File: src/rtl/jk_bank_arbiter.sv
// Round-robin arbiter and sequencer for a shared JK flop bank: grants one requester,
// pulses J/K on the addressed bit for one cycle, then returns the resulting bit value.
module jk_bank_arbiter #(
  parameter  int NREQ  = 4,
  parameter  int WIDTH = 8,
  parameter  int IDXW  = 3,
  localparam int IDW   = (NREQ > 1) ? $clog2(NREQ) : 1
) (
  input  logic                 clk,
  input  logic                 rst,
  input  logic [NREQ-1:0]      req,
  input  logic [NREQ*IDXW-1:0] req_idx,
  input  logic [NREQ*2-1:0]    req_op,
  input  logic [WIDTH-1:0]     q_bank,
  output logic [NREQ-1:0]      gnt,
  output logic [WIDTH-1:0]     j_vec,
  output logic [WIDTH-1:0]     k_vec,
  output logic                 done,
  output logic [IDW-1:0]       done_id,
  output logic                 rd_q,
  output logic                 err
);

  typedef enum logic [1:0] {IDLE, ISSUE, WAIT} state_t;

  state_t             state_q, state_d;
  logic [IDW-1:0]     ptr_q, ptr_d;
  logic [IDW-1:0]     win_q, win_d;
  logic [IDXW-1:0]    idx_q, idx_d;
  logic               flag_q, flag_d;
  logic [NREQ-1:0]    gnt_q, gnt_d;
  logic [WIDTH-1:0]   j_q, j_d;
  logic [WIDTH-1:0]   k_q, k_d;
  logic               done_q, done_d;
  logic [IDW-1:0]     done_id_q, done_id_d;
  logic               rd_bit_q, rd_bit_d;
  logic               err_q, err_d;

  logic               found;
  logic [IDW-1:0]     win_sel;
  logic [IDXW-1:0]    sel_idx;
  logic [1:0]         sel_op;
  logic               in_range;
  logic               sel_bit;

  // State register
  always_ff @(posedge clk) begin
    // NOTE: non-blocking assignments so every register samples pre-edge values.
    if (rst) begin
      state_q   <= IDLE;
      ptr_q     <= IDW'(NREQ - 1);
      win_q     <= '0;
      idx_q     <= '0;
      flag_q    <= 1'b0;
      gnt_q     <= '0;
      j_q       <= '0;
      k_q       <= '0;
      done_q    <= 1'b0;
      done_id_q <= '0;
      rd_bit_q  <= 1'b0;
      err_q     <= 1'b0;
    end else begin
      state_q   <= state_d;
      ptr_q     <= ptr_d;
      win_q     <= win_d;
      idx_q     <= idx_d;
      flag_q    <= flag_d;
      gnt_q     <= gnt_d;
      j_q       <= j_d;
      k_q       <= k_d;
      done_q    <= done_d;
      done_id_q <= done_id_d;
      rd_bit_q  <= rd_bit_d;
      err_q     <= err_d;
    end
  end

  // Round-robin pick: first asserted requester after the last winner, wrapping.
  always_comb begin
    found   = 1'b0;
    win_sel = ptr_q;
    for (int i = 1; i <= NREQ; i++) begin
      if (!found && req[(int'(ptr_q) + i) % NREQ]) begin
        found   = 1'b1;
        win_sel = IDW'((int'(ptr_q) + i) % NREQ);
      end
    end
  end

  assign sel_idx  = req_idx[int'(win_sel)*IDXW +: IDXW];
  assign sel_op   = req_op[int'(win_sel)*2 +: 2];
  assign in_range = (int'(sel_idx) < WIDTH);

  always_comb begin
    sel_bit = 1'b0;
    for (int b = 0; b < WIDTH; b++) begin
      if (int'(idx_q) == b) sel_bit = q_bank[b];
    end
  end

  // Next-state logic
  always_comb begin
    state_d = state_q;
    case (state_q)
      IDLE:    if (found) state_d = ISSUE;
      ISSUE:   state_d = WAIT;
      WAIT:    state_d = IDLE;
      default: state_d = IDLE;
    endcase
  end

  // Output and datapath next values
  always_comb begin
    // NOTE: every signal gets a default first so no path leaves it unassigned (no latches).
    ptr_d     = ptr_q;
    win_d     = win_q;
    idx_d     = idx_q;
    flag_d    = flag_q;
    gnt_d     = '0;
    j_d       = '0;
    k_d       = '0;
    done_d    = 1'b0;
    done_id_d = '0;
    rd_bit_d  = 1'b0;
    err_d     = 1'b0;
    case (state_q)
      IDLE: begin
        if (found) begin
          gnt_d  = NREQ'(1) << win_sel;
          ptr_d  = win_sel;
          win_d  = win_sel;
          idx_d  = sel_idx;
          flag_d = !in_range;
          if (in_range) begin
            j_d = WIDTH'(sel_op[1]) << sel_idx;
            k_d = WIDTH'(sel_op[0]) << sel_idx;
          end
        end
      end
      WAIT: begin
        // The bank already took the pulse on the edge that closed ISSUE.
        done_d    = 1'b1;
        done_id_d = win_q;
        rd_bit_d  = sel_bit & !flag_q;
        err_d     = flag_q;
      end
      default: ;
    endcase
  end

  assign gnt     = gnt_q;
  assign j_vec   = j_q;
  assign k_vec   = k_q;
  assign done    = done_q;
  assign done_id = done_id_q;
  assign rd_q    = rd_bit_q;
  assign err     = err_q;

endmodule

File: config.mk
export PLATFORM = sky130hd
export DESIGN_NAME = jk_bank_arbiter
export DESIGN_NICKNAME = d
export VERILOG_FILES = /design/src/rtl/jk_bank_arbiter.sv
export SDC_FILE = /design/constraint.sdc
export NUM_CORES = 1
export LEC_CHECK = 0
export ABC_AREA = 1
export CORE_MARGIN = 2
export CORE_UTILIZATION = 44
export DETAILED_ROUTE_END_ITERATION = 16
export PLACE_DENSITY = 0.78
export SETUP_SLACK_MARGIN = 0.2
export SLEW_MARGIN = 5
export SYNTH_ARGS = -nofsm -noshare
export SYNTH_HDL_FRONTEND = slang
export SYNTH_SLANG_ARGS = --single-unit
File: constraint.sdc
create_clock -name clk -period 2 [get_ports clk]
set_input_delay 0.3 -clock clk [delete_from_list [all_inputs] [get_ports clk]]
set_output_delay 0.3 -clock clk [all_outputs]
set_load 0.01 [all_outputs]
==> metrics <==
Avg WL per Cell 12.5 um; Post-synth top cells nand2_1, nand3_1, dfxtp_1; hold wc startpoint win_q[1]$_SDFFE_PP0P_; setup_tns 0 ps; Final Instance Count excl. Fillers roughly 360; mapped cell area 0.00161 mm^2; Die Height 64.4 um; starting density of the core 47.0%; clk_skew 7.27 ps; Pwr Density 1540 mW/mm^2; flops & latches, synth 33; CTS tree yes; Arr. time, crit path 2190 ps; sequential share of the synthesized area between 40% and 50%; largest net degree at the start of global routing 12; Buffers & Inverters on Critical Path 2; CP Data Required Time around 2300 ps; reg2reg path depth 14; largest area contributor in the netlist dfxtp_1; via/cell ratio a little over 5; FF-to-FF Start ptr_q[0]$_SDFFE_PP1P_; IO Count 59; CP most frequent cell nand2_4; area taken by multi-input logic gates 995 um^2; die width between 60 and 70 um; TritonCTS Buffers 5; P_int around 2.1 mW; Sink Count 33; Synthesis Warnings 0; Final min period 1920 ps; syn nets ~270; CTS H-tree depth 2; Clk pwr share 10.3%; clk slew on worst S/H paths 100 ps; EDFF count, synth 0; Flop pwr share 22.1%; Post-Syn Instances 235; CP startpoint kind register; Inst Count DP 343; Root Buffer clkbuf_4; Max-cap violations 0; Net Sw Frac 48.1%; dominant synthesized flop cell dfxtp_1; critical path's slowest cell dfxtp_4; Worst R2R Setup Slack 80 ps; # setup viols final 0; Final ANT Viol Nets 0; outcome finished clean; initial antenna violation count 0; Final Cell Area ~0.0026 mm^2; first-pass GRT wire length around 6.4 mm; Hold Path End done_id[1]$_SDFF_PP0_; Async SR Flop Fraction 0%; critical setup path kind register to register; GRT overflow 0; cell with the most instances after synthesis nand2_1; DP Area 0.00228 mm^2; RSZ-0062 raised after global routing true; drt first pass iters 4; Peak VDD IR 888 uV; Reg area 668 um^2; FF-to-FF End k_vec[2]$_SDFF_PP0_; worst-skew pair later-pin latency 330 ps; worst path cell trace buf_8 > nand2_1 > nand2_2 > nand2_2 > nand2_4 > nand2_4 > nand2_4 > nand2_4 > buf_12 > nand3_1 > nand3_1 > nand2_2 > nand3_1 > nor2_1; crit path from ptr_q[0]$_SDFFE_PP1P_; Hold Crit Class register to register; post-synth top area share 41.1%; final hold vios 0; final net count 345; clk buf depth 2; routability cong. about 0.84; Fill cells 251; Post-route DRC 0; Lkg Pwr 1.21 nW; Distinct cells, synth 25; GRT Total Usage 19.6%; synth-to-layout area growth 64.3%; total die area 0.00415 mm^2; final core utilization between 70% and 80%; via count roughly 1,800; final wirelength 4.48 mm; std cell rows 21; vias in the first global route 1,498; Hold Crit Depth 2; CP max stage delay 410 ps; # port buffers 57; Detailed Place HPWL 2.95 mm; Tcrit/Tclk final 96.2%; worst-path fanout max 11; mean post-synth cell area between 6 and 7 um^2; crit end category register; Switching Power 1.95 mW; diodes inserted 0; Core ar. about 0.0034 mm^2; Comb power frac 67.6%; Peak Freq 520 MHz; CP delay by family, top simple AND/OR/NAND/NOR gates; Power Total between 4 and 5 mW; Starting DRT DRC Count ~140; top post-synthesis cells by area dfxtp_1, nand3_1, nand2_1; Slew Limit Fails 0; layout cell share with drive strength beyond 1 a little over a quarter
-- flip-flops by register name, summed over array words and instances (netlist names), 2 cells and up --
| signal | count |
|---|---|
| done_id | 2 |
| win_q | 2 |
| gnt | 4 |
| ptr_q | 2 |
| idx_q | 3 |
| state_q | 2 |
| j_vec | 8 |
| k_vec | 8 |
-- final cells by class --
class | instances | share of cell area (%)
Clock buffer | 7 | 2.46
Clock inverter | 1 | 0.190
Timing Repair Buffer | 72 | 27.2
Inverter | 34 | 5.02
Tap cell | 46 | 2.18
Sequential cell | 33 | 25.3
Multi-Input combinational cell | 165 | 37.7
-- repair_timing --
item                                    CTS  global route
endpoints found under the setup margin   17            27
setup buffers                             3             2
resized for setup                        16            48
gates cloned                              0             2
pin swaps                                 6            19
hold buffers                              0             0
endpoints found under the hold margin     0             0
-- layout by cell type (no fill, tap or decap), types with 7 or more instances in the layout --
cell	n
nor2_2	9
nand3_2	7
clkdlybuf4s50_1	53
inv_1	31
nand2_1	36
nand2_2	21
nor2_1	21
dfxtp_1	31
nand3_1	35
buf_4	12
o21ai_0	7
nand2_4	11
-- layer usage --
metal | GRT usage, % | part of all wire (%) | up-vias
met5 | 0 | 0 | -
met4 | 8.78 | 2.2 | 0
met3 | 3.47 | 4.4 | 10
met2 | 33.5 | 53 | 59
met1 | 24.2 | 41 | 826
li1 | - | - | 909
-- worst reg2reg max path, cell delays in order (launching register included) --
cell,delay [ps]
dfxtp_4,410
buf_8,130
nand2_1,60
nand2_2,90
nand2_2,70
nand2_4,110
nand2_4,90
nand2_4,80
nand2_4,70
buf_12,140
nand3_1,60
nand3_1,100
nand2_2,140
nand3_1,150
nor2_1,140
-- kinds of logic after synthesis --
group	after synthesis	share of synthesized area, %
other cells	1	0.233
compound gates	16	6.07
buf+inv	39	10.6
flops	33	41.1
simple gates	146	42.0
-- power groups by stage --
stage	Combinational, mW	Sequential [mW]	Clock, mW
floorplan	1.35	0.922	0
global placement	1.98	0.886	0
detailed placement	2.02	0.888	0
CTS	2.22	0.887	0.423
global route	2.97	0.915	0.458
finish	2.74	0.898	0.416
-- how the worst max path moves through the flow --
stage | cells after the start | slack (ps) | to
floorplan | 15 | 390 | idx_q[2]$_SDFFE_PP0P_
global placement | 15 | -100 | j_vec[1]$_SDFF_PP0_
detailed placement | 15 | -130 | j_vec[1]$_SDFF_PP0_
CTS | 14 | 200 | gnt[1]$_SDFF_PP0_
global route | 14 | -10 | k_vec[0]$_SDFF_PP0_
finish | 14 | 80 | k_vec[2]$_SDFF_PP0_
-- stage by stage --
step,hold slack (ps),setup slack [ps]
final,445,76.0
after global routing,472,-9.56
after CTS,445,198
after detailed placement,429,-129
after global placement,426,-99.1
after floorplan,377,391
(Power assumes the default switching activity.)
